## src/rtl/uart_txq_if.sv

```systemverilog
// Byte-stream handshake into the UART transmit queue.
// The producer drives din/din_valid; the queue answers with din_ready.
interface uart_txq_if;
  logic [7:0] din;
  logic       din_valid;
  logic       din_ready;

  modport master (output din, output din_valid, input din_ready);
  modport slave  (input din, input din_valid, output din_ready);
endinterface

```

## src/rtl/uart_txq.sv

```systemverilog
// Buffered 8N1 UART transmitter: byte FIFO feeding a gap-free LSB-first serializer.
// Define UART_TXQ_PARITY_EN to insert an even-parity bit (8E1 frames).
//
// state  | meaning
// IDLE   | line idle high, waiting for a queued byte
// START  | start bit (low)
// DATA   | eight data bits, LSB first
// PARITY | even parity of the byte (UART_TXQ_PARITY_EN builds only)
// STOP   | stop bit (high); pops the next byte at its end when one is queued
module uart_txq #(
  parameter int BAUD_MULT = 10416,
  parameter int DEPTH     = 16
) (
  input  logic                   clk,
  input  logic                   rst,
  uart_txq_if.slave              in_if,
  output logic                   tx,
  output logic                   busy,
  output logic [$clog2(DEPTH):0] level
);

  localparam int              AW       = $clog2(DEPTH);
  localparam logic [AW:0]     FULL     = (AW + 1)'(DEPTH);
  localparam logic [AW:0]     LVL_ONE  = (AW + 1)'(1);
  localparam logic [AW-1:0]   PTR_ONE  = AW'(1);
  localparam logic [15:0]     BCNT_MAX = 16'(BAUD_MULT - 1);

`ifdef UART_TXQ_PARITY_EN
  typedef enum logic [2:0] {S_IDLE, S_START, S_DATA, S_PARITY, S_STOP} state_t;
`else
  typedef enum logic [2:0] {S_IDLE, S_START, S_DATA, S_STOP} state_t;
`endif

  state_t        state, state_nx;
  logic [7:0]    mem [DEPTH];
  logic [AW-1:0] wptr, rptr;
  logic [7:0]    sh, sh_nx;
  logic [2:0]    bidx, bidx_nx;
  logic [15:0]   bcnt, bcnt_nx;
  logic          tx_nx;
  logic          pop, wr, bit_end, have_byte;
`ifdef UART_TXQ_PARITY_EN
  logic          par, par_nx;
`endif

  // Ready comes from the registered level only, so a pop on a full cycle
  // never opens a same-cycle write.
  assign in_if.din_ready = (level != FULL);
  assign wr              = in_if.din_valid && in_if.din_ready;
  assign busy            = (state != S_IDLE);
  assign bit_end         = (bcnt == BCNT_MAX);
  assign have_byte       = (level != '0);

  always_comb begin
    state_nx = state;
    sh_nx    = sh;
    bidx_nx  = bidx;
    bcnt_nx  = bcnt + 16'd1;
    tx_nx    = tx;
    pop      = 1'b0;
`ifdef UART_TXQ_PARITY_EN
    par_nx   = par;
`endif
    case (state)
      S_IDLE: begin
        bcnt_nx = '0;
        if (have_byte) begin
          pop      = 1'b1;
          state_nx = S_START;
          sh_nx    = mem[rptr];
          tx_nx    = 1'b0;
`ifdef UART_TXQ_PARITY_EN
          par_nx   = ^mem[rptr];
`endif
        end
      end
      S_START: begin
        if (bit_end) begin
          state_nx = S_DATA;
          tx_nx    = sh[0];
          bidx_nx  = '0;
          bcnt_nx  = '0;
        end
      end
      S_DATA: begin
        if (bit_end) begin
          bcnt_nx = '0;
          if (bidx == 3'd7) begin
`ifdef UART_TXQ_PARITY_EN
            state_nx = S_PARITY;
            tx_nx    = par;
`else
            state_nx = S_STOP;
            tx_nx    = 1'b1;
`endif
          end else begin
            sh_nx   = {1'b0, sh[7:1]};
            bidx_nx = bidx + 3'd1;
            tx_nx   = sh[1];
          end
        end
      end
`ifdef UART_TXQ_PARITY_EN
      S_PARITY: begin
        if (bit_end) begin
          state_nx = S_STOP;
          tx_nx    = 1'b1;
          bcnt_nx  = '0;
        end
      end
`endif
      S_STOP: begin
        if (bit_end) begin
          bcnt_nx = '0;
          // Popping here rather than via IDLE keeps consecutive frames gap-free.
          if (have_byte) begin
            pop      = 1'b1;
            state_nx = S_START;
            sh_nx    = mem[rptr];
            tx_nx    = 1'b0;
`ifdef UART_TXQ_PARITY_EN
            par_nx   = ^mem[rptr];
`endif
          end else begin
            state_nx = S_IDLE;
            tx_nx    = 1'b1;
          end
        end
      end
      default: begin
        state_nx = S_IDLE;
        tx_nx    = 1'b1;
        bcnt_nx  = '0;
      end
    endcase
  end

  always_ff @(posedge clk or posedge rst) begin
    if (rst) begin
      state <= S_IDLE;
      tx    <= 1'b1;
      sh    <= '0;
      bidx  <= '0;
      bcnt  <= '0;
`ifdef UART_TXQ_PARITY_EN
      par   <= 1'b0;
`endif
    end else begin
      state <= state_nx;
      tx    <= tx_nx;
      sh    <= sh_nx;
      bidx  <= bidx_nx;
      bcnt  <= bcnt_nx;
`ifdef UART_TXQ_PARITY_EN
      par   <= par_nx;
`endif
    end
  end

  always_ff @(posedge clk or posedge rst) begin
    if (rst) begin
      wptr  <= '0;
      rptr  <= '0;
      level <= '0;
    end else begin
      if (wr)  wptr <= wptr + PTR_ONE;
      if (pop) rptr <= rptr + PTR_ONE;
      case ({wr, pop})
        2'b10:   level <= level + LVL_ONE;
        2'b01:   level <= level - LVL_ONE;
        default: level <= level;
      endcase
    end
  end

  // Storage needs no reset: reset clears the pointers, which empties the queue.
  always_ff @(posedge clk) begin
    if (wr) mem[wptr] <= in_if.din;
  end

endmodule

```

## src/flat_wrapper.sv

```systemverilog
// flat-port wrapper written by rule: the top's interface ports become plain ports
module uart_txq_flat 
#(
  parameter int BAUD_MULT = 10416,
  parameter int DEPTH     = 16
)
  (clk, rst, tx, busy, level, in_if_din, in_if_din_valid, in_if_din_ready);
  uart_txq_if in_if_i ();
  input  logic clk;
  input  logic rst;
  output logic tx;
  output logic busy;
  output logic [$clog2(DEPTH):0] level;
  input wire logic [$bits(in_if_i.din)-1:0] in_if_din;
  input wire logic [$bits(in_if_i.din_valid)-1:0] in_if_din_valid;
  output wire logic [$bits(in_if_i.din_ready)-1:0] in_if_din_ready;
  assign in_if_i.din = in_if_din;
  assign in_if_i.din_valid = in_if_din_valid;
  assign in_if_din_ready = in_if_i.din_ready;
  uart_txq #(.BAUD_MULT(BAUD_MULT), .DEPTH(DEPTH)) u_core (.clk(clk), .rst(rst), .in_if(in_if_i), .tx(tx), .busy(busy), .level(level));
endmodule
```

## config.mk

```make
export PLATFORM = sky130hd
export DESIGN_NAME = uart_txq_flat
export DESIGN_NICKNAME = d
export VERILOG_FILES = /design/src/rtl/uart_txq_if.sv /design/src/rtl/uart_txq.sv /design/src/flat_wrapper.sv
export SDC_FILE = /design/constraint.sdc
export NUM_CORES = 1
export LEC_CHECK = 0
export CAP_MARGIN = 30
export CORE_UTILIZATION = 60
export DETAILED_ROUTE_END_ITERATION = 10
export PLACE_DENSITY = 0.88
export SYNTH_ARGS = -nofsm -noshare
export SYNTH_HDL_FRONTEND = slang
export SYNTH_SLANG_ARGS = --single-unit
export TNS_END_PERCENT = 20
```

## constraint.sdc

```tcl
create_clock -name clk -period 4.6 [get_ports clk]
set_clock_uncertainty 0.2 [all_clocks]
set_input_delay 1.15 -clock clk [delete_from_list [all_inputs] [get_ports clk]]
set_output_delay 1.15 -clock clk [all_outputs]
set_load 0.1 [all_outputs]
```

### Yosys cells after proc, flatten, opt, wreduce, memory -nomap -nowiden

Memory sizes are Yosys's and may differ from the RTL's.
Cells that the tools add are included.

| storage, ports and cells | value |
|---|---|
| output and inout bits | 8 |
| memories | 1 |
| register bits after elaboration | 44 |
| input port bits | 11 |
| memory bits (writable) | 128 |
| logic and storage cells | 72 |

Memory list:

| memory | depth | width | read ports | clocked after Yosys merged registers in | wr ports | line | RTL |
|---|---|---|---|---|---|---|---|
| u_core.mem | 16 | 8 | 1 | 0 | 1 | uart_txq.sv:35 | `logic [7:0] mem [DEPTH];` |

| cells by class | value |
|---|---|
| multiplexer cells | 31 |
| $add $sub $neg | 6 |
| equal/unequal tests | 14 |
| reductions and logical operators | 12 |

Operator list:

| kind | number |
|---|---|
| $mux 16 | 2 |
| $mux 8 | 4 |
| $mux 3 | 8 |
| $pmux 8 s3 | 1 |
| $add 16x1->16 const B | 1 |
| $eq 16x14->1 const B | 1 |
| $pmux 3 s4 | 1 |
| $reduce_and 4->1 | 3 |
| $mux 1 | 11 |
| $ne 2x1->1 const B | 5 |
| $pmux 5 s2 | 1 |
| $add 4x1->4 const B | 2 |
| $eq 3x2->1 const B | 2 |
| $pmux 3 s2 | 1 |
| $reduce_bool 3->1 | 2 |
| $add 5x1->5 const B | 1 |
| $ne 5x5->1 const B | 1 |
| $reduce_and 5->1 | 1 |
| $reduce_bool 5->1 | 1 |
| $sub 5x1->5 const B | 1 |
| $pmux 1 s4 | 1 |
| $reduce_bool 2->1 | 2 |
| $add 3x1->3 const B | 1 |
| $eq 3x1->1 const B | 1 |
| other kinds (8) | 8 |

### Longest topological paths before layout

Gate-level depths: netlist of the first run.

| logic depth | value |
|---|---|
| depth after elaboration | 6 |
| depth in mapped cells | 15 |
| gate-level depth less buffers | 13 |

### Least setup slack after synthesis of the first run

OpenSTA, ideal clock, no wires.

| timing | value |
|---|---|
| kind | reg-to-reg |
| start | reg u_core.level[1] |
| end | reg u_core.level[4] |
| cell stages (with the launch flop) | 16 |
| library setup time | 0.166 ns |
| data arrival time | 3.826 ns |
| path slack | 0.408 ns |
| buffers on the path | 3 |
| period minus slack after synthesis | 4.192 ns |
| required time | 4.234 ns |
| path through | dfrtp_1 buf_2 nor4_1 nand2_1 and2_1 clkbuf_1 inv_1 ha_1 clkbuf_1 xor2_1 ha_1 nand2_1 nor2_1 o21ai_0 a31oi_1 xor2_1 |

| between the ends | value |
|---|---|
| elaborated cells between the ends (all ways) | 12 |
| those cells by class | add/sub (2); eq/ne (3); mux (4); reduce/logical (3) |

RTL lines:

| item | line | RTL |
|---|---|---|
| start, declared | uart_txq.sv:19 | `output logic [$clog2(DEPTH):0] level` |
| start signal, assigned | uart_txq.sv:169 | `2'b10: level <= level + LVL_ONE;` |
| start signal, assigned | uart_txq.sv:170 | `2'b01: level <= level - LVL_ONE;` |
| start signal, assigned | uart_txq.sv:171 | `default: level <= level;` |
| $ne 5x5->1 * | uart_txq.sv:48 | `assign in_if.din_ready = (level != FULL);` |
| via in_if_din_ready | flat_wrapper.sv:16 | `output wire logic [$bits(in_if_i.din_ready)-1:0] in_if_din_ready;` |
| $logic_and 1x1->1 * | uart_txq.sv:49 | `assign wr = in_if.din_valid && in_if.din_ready;` |
| $eq 2x1->1 / $eq 2x2->1 (equally long branches) | uart_txq.sv:168 | `case ({wr, pop})` |
| $pmux 5 s2 / $reduce_bool 2->1 (equally long branches) | -- |  |

Mark *: on every way through the listed nets, which the timed path passes. The rest lies on a longest branch.
A chain may end at the register's enable or synchronous reset.

### Worst setup path in the final report of the first run

| timing | value |
|---|---|
| start | reg u_core.state[0] |
| end | out busy |

| between the ends | value |
|---|---|
| longest elaborated chain between the ends | 1 |

Ends and longest elaborated chain:

| item | line | RTL |
|---|---|---|
| start, declared | uart_txq.sv:34 | `state_t state, state_nx;` |
| start signal, assigned | uart_txq.sv:149 | `state <= state_nx;` |
| $reduce_bool 3->1 | uart_txq.sv:50 | `assign busy = (state != S_IDLE);` |
| end, declared | flat_wrapper.sv:12 | `output logic busy;` |

No other way between the ends.

==> results of run 1 <==
-- power groups by stage --
stage	combinational, mW	clock (mW)	sequential [mW]
4_1_cts	1.77	1.41	2.23
5_1_grt	1.90	1.48	2.27
2_1_floorplan	1.41	0	2.24
6_report	1.77	1.40	2.24
3_3_place_gp	1.68	0	2.23
3_5_place_dp	1.75	0	2.26
-- how the worst max path moves through the flow --
stage,from,endpoint,depth (start not counted)
after CTS,u_core.state[0],busy,4
final,u_core.state[0],busy,4
after global placement,in_if_din_valid,u_core.level[4],11
after detailed placement,in_if_din_valid,u_core.level[2],10
after floorplan,u_core.level[1],u_core.level[4],15
after global routing,u_core.state[0],busy,4
-- routing by layer --
layer  global-route usage, %  up-vias
met3                    6.38       32
li1                        -     1887
met4                    10.5        0
met2                    42.9      169
met1                    30.2     2106
met5                       0        -
-- state kept, by name, summed over array words and instances, names as in the netlist --
signal,cells
u_core.mem,128
u_core.bcnt,16
u_core.sh,8
u_core.level,5
u_core.rptr,4
u_core.wptr,4
u_core.bidx,3
u_core.state,2
u_core.tx,1
-- cells by family (layout without fill, tap and decap cells) --
logic type / Yosys count / count (layout)
DFF: 171 / 171
and+or+nand+nor: 130 / 130
AOI/OAI and AO/OA: 60 / 60
muxes: 46 / 46
buffers and inverters: 35 / 65
xor gates and xnor gates: 24 / 24
adders and majority gates: 15 / 15
-- cell type report --
| type | count | area (um^2) | area share [%] |
|---|---|---|---|
| tap | 168 | 210 | 2.52 |
| clock buffer | 18 | 429 | 5.15 |
| clock inverter | 13 | 143 | 1.71 |
| sequential | 171 | 4920 | 59.1 |
| multi-input combinational | 275 | 2350 | 28.3 |
| timing repair buffer | 25 | 233 | 2.80 |
| inverter | 9 | 33.8 | 0.406 |
-- cells in the final DEF, fill, tap and decap left out, types with 7 or more instances in the layout --
master           Yosys  routed
clkdlybuf4s50_1      0      18
nor2b_1             11      11
ha_1                15      15
a31oi_1              8       8
dfrtp_1             42      41
mux2i_1             16      16
o21ai_0             12      12
nor2_1              37      37
clkbuf_16            0      17
buf_4                1       7
nand2_1             31      31
nor3_1               7       7
xnor2_1              9       9
xor2_1              15      15
mux4_1              11      11
a211oi_1             9       9
mux4_2              14      14
edfxtp_1           128     128
a22o_1               7       7
inv_1                9       8
-- metrics by stage --
stage	setup slack, ps	utilization, %	area [um^2]
floorplan	408	-	7510
global placement	1000	64.0	7750
detailed placement	924	64.0	7750
CTS	797	68.7	8330
global route	710	68.7	8330
finish	796	68.7	8330
==> metrics.md, run 1 <==
| Metric | Value |
|---|---|
| Combinational power share | around a third |
| Starting Density | between 60% and 70% |
| GRT Total Usage | between 20 and 25% |
| Post-synth top cells | edfxtp_1, dfrtp_1, nor2_1 |
| Syn Inst Count | ~480 |
| Worst slew pin tran | between 900 and 1000 ps |
| Critical path required time | roughly 3300 ps |
| Slew headroom | about a third |
| Top sig layer | met4 |
| Core Box Area | 12100 um^2 |
| Worst R2R Setup Slack | around 1100 ps |
| Post-synthesis async set-or-reset flop share | around a quarter |
| Crit path top cell by count | inv_1 |
| Final Hold Viols | 0 |
| Fillers | 808 |
| Mapped Nets | 507 |
| Crit path buffers/inverters | 3 |
| Worst VDD drop | 0.486 mV |
| Sw power | ~1.9 mW |
| Sw frac | between 30% and 40% |
| Routed len/inst | about 22 um |
| H-tree levels | 4 |
| Drt total wl | 14800 um |
| Area Growth Syn to Fin | 10.8% |
| CP Launch Type | flip-flop |
| Reg-to-Reg End | u_core.level[4] |
| Setup-failing EPs final | 0 |
| Post-Route M1 WL | slightly below 6000 um |
| Synth Area in XOR/XNOR | under 10% |
| Worst reg-to-reg path cell count | 12 |
| Worst-Skew Late Latency | 430 ps |
| Die Y-Extent | about 110 um |
| FF+latch count, synth | approximately 170 |
| Status | finished, final reports clean |
| Sequential power share | about two fifths |
| Die Area | 13000 um^2 |
| Top post-synthesis cells by area | edfxtp_1, dfrtp_1, mux4_2 |
| Post-synth top area share | between 50% and 60% |
| 1st-iter DRT viols | 366 |
| Arrival time at the worst endpoint | 2450 ps |
| Finished Layout Cells | 679 |
| Post-CTS sizing | 0 |
| Share of cells above drive strength 1 | 12.3% |
| Synth Area in Simple Gates | between 9 and 10% |
| CP cell instances | inv_1, ha_1, inv_1, clkdlybuf4s50_1 |
| Minimum hold slack | roughly 310 ps |
| Vias in the first global route | ~4.2k |
| Grt ovf | 0 |
| Hold_sp | u_core.bcnt[0] |
| Ys flop type | edfxtp_1 |
| CP Max Fanout | 5 |
| Vias post-DR | about 4.2k |
| Synth Area per Inst | 15.6 um^2 |
| TNS Setup | 0 ps |
| Final GP Congestion | between 0.8 and 0.9 |
| Cell-internal power | approximately 3.5 mW |
| WL met2 | 7740 um |
| Kind of critical path | reg -> out |
| Post-synth EDFFs | 128 |
| Crit-path max cell delay | 1150 ps |
| Row Count | 40 |
| Placed instance count | roughly 650 |
| Overall power | about 5.4 mW |
| CP endpoint kind | output port |
| Antenna violations before repair | 0 |
| Clock root cell | clkbuf_16 |
| Via density | approximately 6 |
| Met3 WL | approximately 800 um |
| Pin count of the biggest net entering global routing | 31 |
| First-pass GRT wire length | 23000 um |
| CTS buffer count | 17 |
| Cell variety after synth | between 50 and 60 |
| Min Tclk post-route | 3800 ps |
| Post-CTS setup buffer count | 0 |
| RSZ-0062 raised after global routing | false |
| Final net count | between 500 and 600 |
| Synth area leader | edfxtp_1 |
| First-pass DRT Iterations | 4 |
| Hold Crit Class | reg -> reg |
| Leakage | roughly 3.0 nW |
| I/O Buffers | 18 |
| Cell count of the worst hold path | 1 |
| CTS tree | built |
| Worst reg2reg startpoint | u_core.bcnt[4] |
| Max clock buf depth | 2 |
| Clk sinks | between 150 and 200 |
| Detailed Place HPWL | 9190 um |
| Main combinational cell family by area after synthesis | multiplexers |
| Peak Freq | around 260 MHz |
| Ant. Diodes | 0 |
| Crit-path leading delay family | buffers and inverters |
| I/O pins | 19 |
| DRC | 0 |
| YS warnings | 0 |
| Multiplexer share of the synthesized area | between 10% and 20% |
| Clock Power Share | between 20% and 30% |
| Post-CTS Hold Fix Bufs | 0 |
| Sequential fraction of the synthesis area | between 60 and 70% |
| Power Dens Cells | around 650 nW/um^2 |
| Cell area after synthesis | 7510 um^2 |
| Die X | ~110 um |
| Post-synthesis compound-gate area fraction | between 5 and 6% |
| Slowest CP cell | clkdlybuf4s50_1 |
| Routed Antenna Nets | 0 |
| Synth Area in Adders | under 10% |
| Post-route clock period utilization | between 80% and 90% |
| Final-report max-slew violation count | 0 |
| Max-Cap Viols | 0 |
| WHS Endpoint | u_core.bcnt[0] |
| Top-count cell post-synth | edfxtp_1 |
| Clk pin slew, worst setup/hold paths | roughly 70 ps |
Note: power is estimated with default switching activity, not from simulation.
==> inputs of run 2 (changes only) <==
==> constraint.sdc (replaced) <==
create_clock -name clk -period 3.9 [get_ports clk]
set_clock_uncertainty 0.2 [all_clocks]
set_input_delay 0.975 -clock clk [delete_from_list [all_inputs] [get_ports clk]]
set_output_delay 0.975 -clock clk [all_outputs]
set_load 0.1 [all_outputs]
==> run 2 against run 1 <==
  * Clock power grew 24%
  * Largest power group unchanged
  * Setup slack worse by 390 ps
  * Cell area up 1.1%
  * Sequential power grew 16%
  * Via count down 0.74%
  * Die area is the same
  * Hold slack worse by 11 ps
  * Sequential share of layout area shrank 0.63 points
  * Combinational power is 21% higher
  * Highest routed layer unchanged
  * Global-route usage down 0.89 points
  * Non-clock buffer count grew 6
  * Flip-flop and latch count stayed put
==> metrics.md, run 2 (synthesized netlist as in run 1, its figures left out) <==
| Metric | Value |
|---|---|
| Setup-failing EPs final | 0 (unchanged) |
| Placed Area | 7800 um^2 (was 7750 um^2) |
| CP endpoint kind | flip-flop (was output port) |
| H-tree levels | 4 (unchanged) |
| I/O Buffers | 18 (unchanged) |
| Detailed Place HPWL | 8990 um (was 9190 um) |
| Post-CTS sizing | 0 (unchanged) |
| Sw frac | 35.6% (was 36.0%) |
| Crit path to | u_core.level[4] (was busy) |
| Vias post-DR | 4163 (was 4194) |
| Crit path from | u_core.bcnt[0] (was u_core.state[0]) |
| Leakage | 3.06 nW (was 3.01 nW) |
| Core Box Area | 12100 um^2 (unchanged) |
| RSZ-0062 raised after global routing | false (unchanged) |
| CTS buffer count | 17 (unchanged) |
| Combinational power share | 33.0% (was 32.8%) |
| Via density | 6.07 (was 6.18) |
| Status | finished, final reports clean (unchanged) |
| Minimum hold slack | 297 ps (was 308 ps) |
| Cell-internal power | 4.17 mW (was 3.46 mW) |
| Final net count | 531 (was 525) |
| Ant. Diodes | 0 (unchanged) |
| Sw power | 2.30 mW (was 1.94 mW) |
| Row Count | 40 (unchanged) |
| Sequential power share | 40.1% (was 41.4%) |
| Worst reg-to-reg path cell count | 13 (was 12) |
| Share of cells above drive strength 1 | 16.0% (was 12.3%) |
| Power Dens Cells | 769 nW/um^2 (was 649 nW/um^2) |
| Worst reg2reg startpoint | u_core.bcnt[0] (was u_core.bcnt[4]) |
| Final std cell area, no fill | 8420 um^2 (was 8330 um^2) |
| Die Y-Extent | 114 um (unchanged) |
| Overall power | 6.47 mW (was 5.40 mW) |
| Area Growth Syn to Fin | 12.1% (was 10.8%) |
| Max reg flops | 128 (unchanged) |
| I/O pins | 19 (unchanged) |
| Hold Crit Class | reg -> reg (unchanged) |
| First-pass DRT Iterations | 5 (was 4) |
| Max-Cap Viols | 0 (unchanged) |
| Clk sinks | 171 (unchanged) |
| Final Hold Viols | 0 (unchanged) |
| CTS tree | built (unchanged) |
| Routed len/inst | 20.6 um (was 21.8 um) |
| Largest regs | u_core.mem: 128 flops, u_core.bcnt: 16 flops, u_core.sh: 8 flops (unchanged) |
| Routed Antenna Nets | 0 (unchanged) |
| Die X | 114 um (unchanged) |
| Worst VDD drop | 0.440 mV (was 0.486 mV) |
| Peak Freq | about 290 MHz |
| Clock root cell | clkbuf_16 (unchanged) |
| 1st-iter DRT viols | 493 (was 366) |
| GRT Total Usage | 24.1% (was 25.0%) |
| CP Max Fanout | 9 (was 5) |
| Most frequent cells in the layout | edfxtp_1, dfrtp_1, nor2_1 (unchanged) |
| Drt total wl | 14100 um (was 14800 um) |
| Kind of critical path | reg -> reg (was reg -> out) |
| Final GP Congestion | 0.863 (was 0.849) |
| First-pass GRT wire length | 22500 um (was 23000 um) |
| DRC | 0 (unchanged) |
| Arrival time at the worst endpoint | 3640 ps (was 2450 ps) |
| Slew headroom | 31.2% (was 33.6%) |
| Post-CTS Hold Fix Bufs | 0 (unchanged) |
| Clk pin slew, worst setup/hold paths | 60 ps (was 70 ps) |
| Worst-Skew Late Latency | 430 ps (about the same) |
| CP Launch Type | flip-flop (unchanged) |
| Pin count of the biggest net entering global routing | 31 (unchanged) |
| Min Tclk post-route | 3490 ps |
| Fillers | 775 (was 808) |
| Starting Density | 62.0% (unchanged) |
| Max clock buf depth | 2 (unchanged) |
| Vias in the first global route | 4206 (was 4180) |
| Antenna violations before repair | 0 (unchanged) |
| Biggest register | u_core.mem (unchanged) |
| Worst R2R Setup Slack | 410 ps (was 1060 ps) |
| Critical path required time | 4050 ps (was 3250 ps) |
| Commonest non-fill, non-tap cell in the layout | edfxtp_1 (unchanged) |
| Core Util, Final | 69.5% (was 68.7%) |
| Final-report max-slew violation count | 0 (unchanged) |
| Clock Power Share | 26.9% (was 25.9%) |
| Grt ovf | 0 (unchanged) |
| Worst slew pin tran | 1030 ps (was 996 ps) |
| Post-route clock period utilization | 89.6% |
| TNS Setup | 0 ps (unchanged) |
| Die Area | 13000 um^2 (unchanged) |
| Post-CTS setup buffer count | 0 (unchanged) |
| Reg-to-Reg End | u_core.level[4] (unchanged) |
run 2: cell types whose count changed in the layout (fill, tap and decap cells not counted), sizes merged:
| cell | before | now |
|---|---|---|
| buf | 7 | 21 |
| inv | 12 | 13 |
| clkdlybuf4s50 | 18 | 10 |
| bufinv | 2 | 3 |
| clkinv | 7 | 2 |
| clkbuf | 18 | 19 |
| clkinvlp | 1 | 4 |
run 2: metrics by stage:
stage,std cells,setup WS [ps]
3_5_place_dp,654,428
3_3_place_gp,653,524
5_1_grt,686,236
4_1_cts,686,467
2_1_floorplan,481,58.4
6_report,686,406
run 2: worst min path at each step:
stage	start	end	slack [ps]	cells past startpoint
after global placement	u_core.bcnt[0]	u_core.bcnt[0]	270	1
after detailed placement	u_core.bcnt[0]	u_core.bcnt[0]	290	1
after floorplan	u_core.bcnt[0]	u_core.bcnt[0]	250	1
after CTS	u_core.bcnt[0]	u_core.bcnt[0]	300	1
after global routing	u_core.bcnt[0]	u_core.bcnt[0]	330	1
final	u_core.bcnt[0]	u_core.bcnt[0]	300	1
run 2: layout make-up:
type	count	area, um^2	share of cell area, %
clock buffers	19	433	5.14
clock inverters	13	183	2.17
inverters	9	33.8	0.401
multi-input cells	275	2360	28.0
flip-flops and latches	171	4920	58.5
well taps	168	210	2.50
repair buffers	31	278	3.30
run 2: power by group through the flow:
stage | clock (mW) | combinational [mW] | sequential [mW]
global route | 1.81 | 2.30 | 2.63
global placement | 0 | 2.04 | 2.60
finish | 1.74 | 2.14 | 2.59
floorplan | 0 | 1.67 | 2.64
detailed placement | 0 | 2.11 | 2.62
CTS | 1.76 | 2.14 | 2.59
run 2: layer usage:
layer	wire [um]	GRT usage (%)	part of all wire [%]
met1	5860	31.0	41
met2	7270	40.6	51
met5	0	0	0
met3	760	5.31	5.4
met4	244	8.83	1.7
run 2: worst max-delay path: stages (launching register included):
cell and delay, ps:
dfrtp_1 390, ha_1 220, and4_1 290, and4_1 370, a21oi_2 140, nor3_2 370, ha_1 420, xor2_1 180
ha_1 200, nand2_1 60, nor2_1 80, o21ai_0 90, a31oi_1 240, xor2_1 180
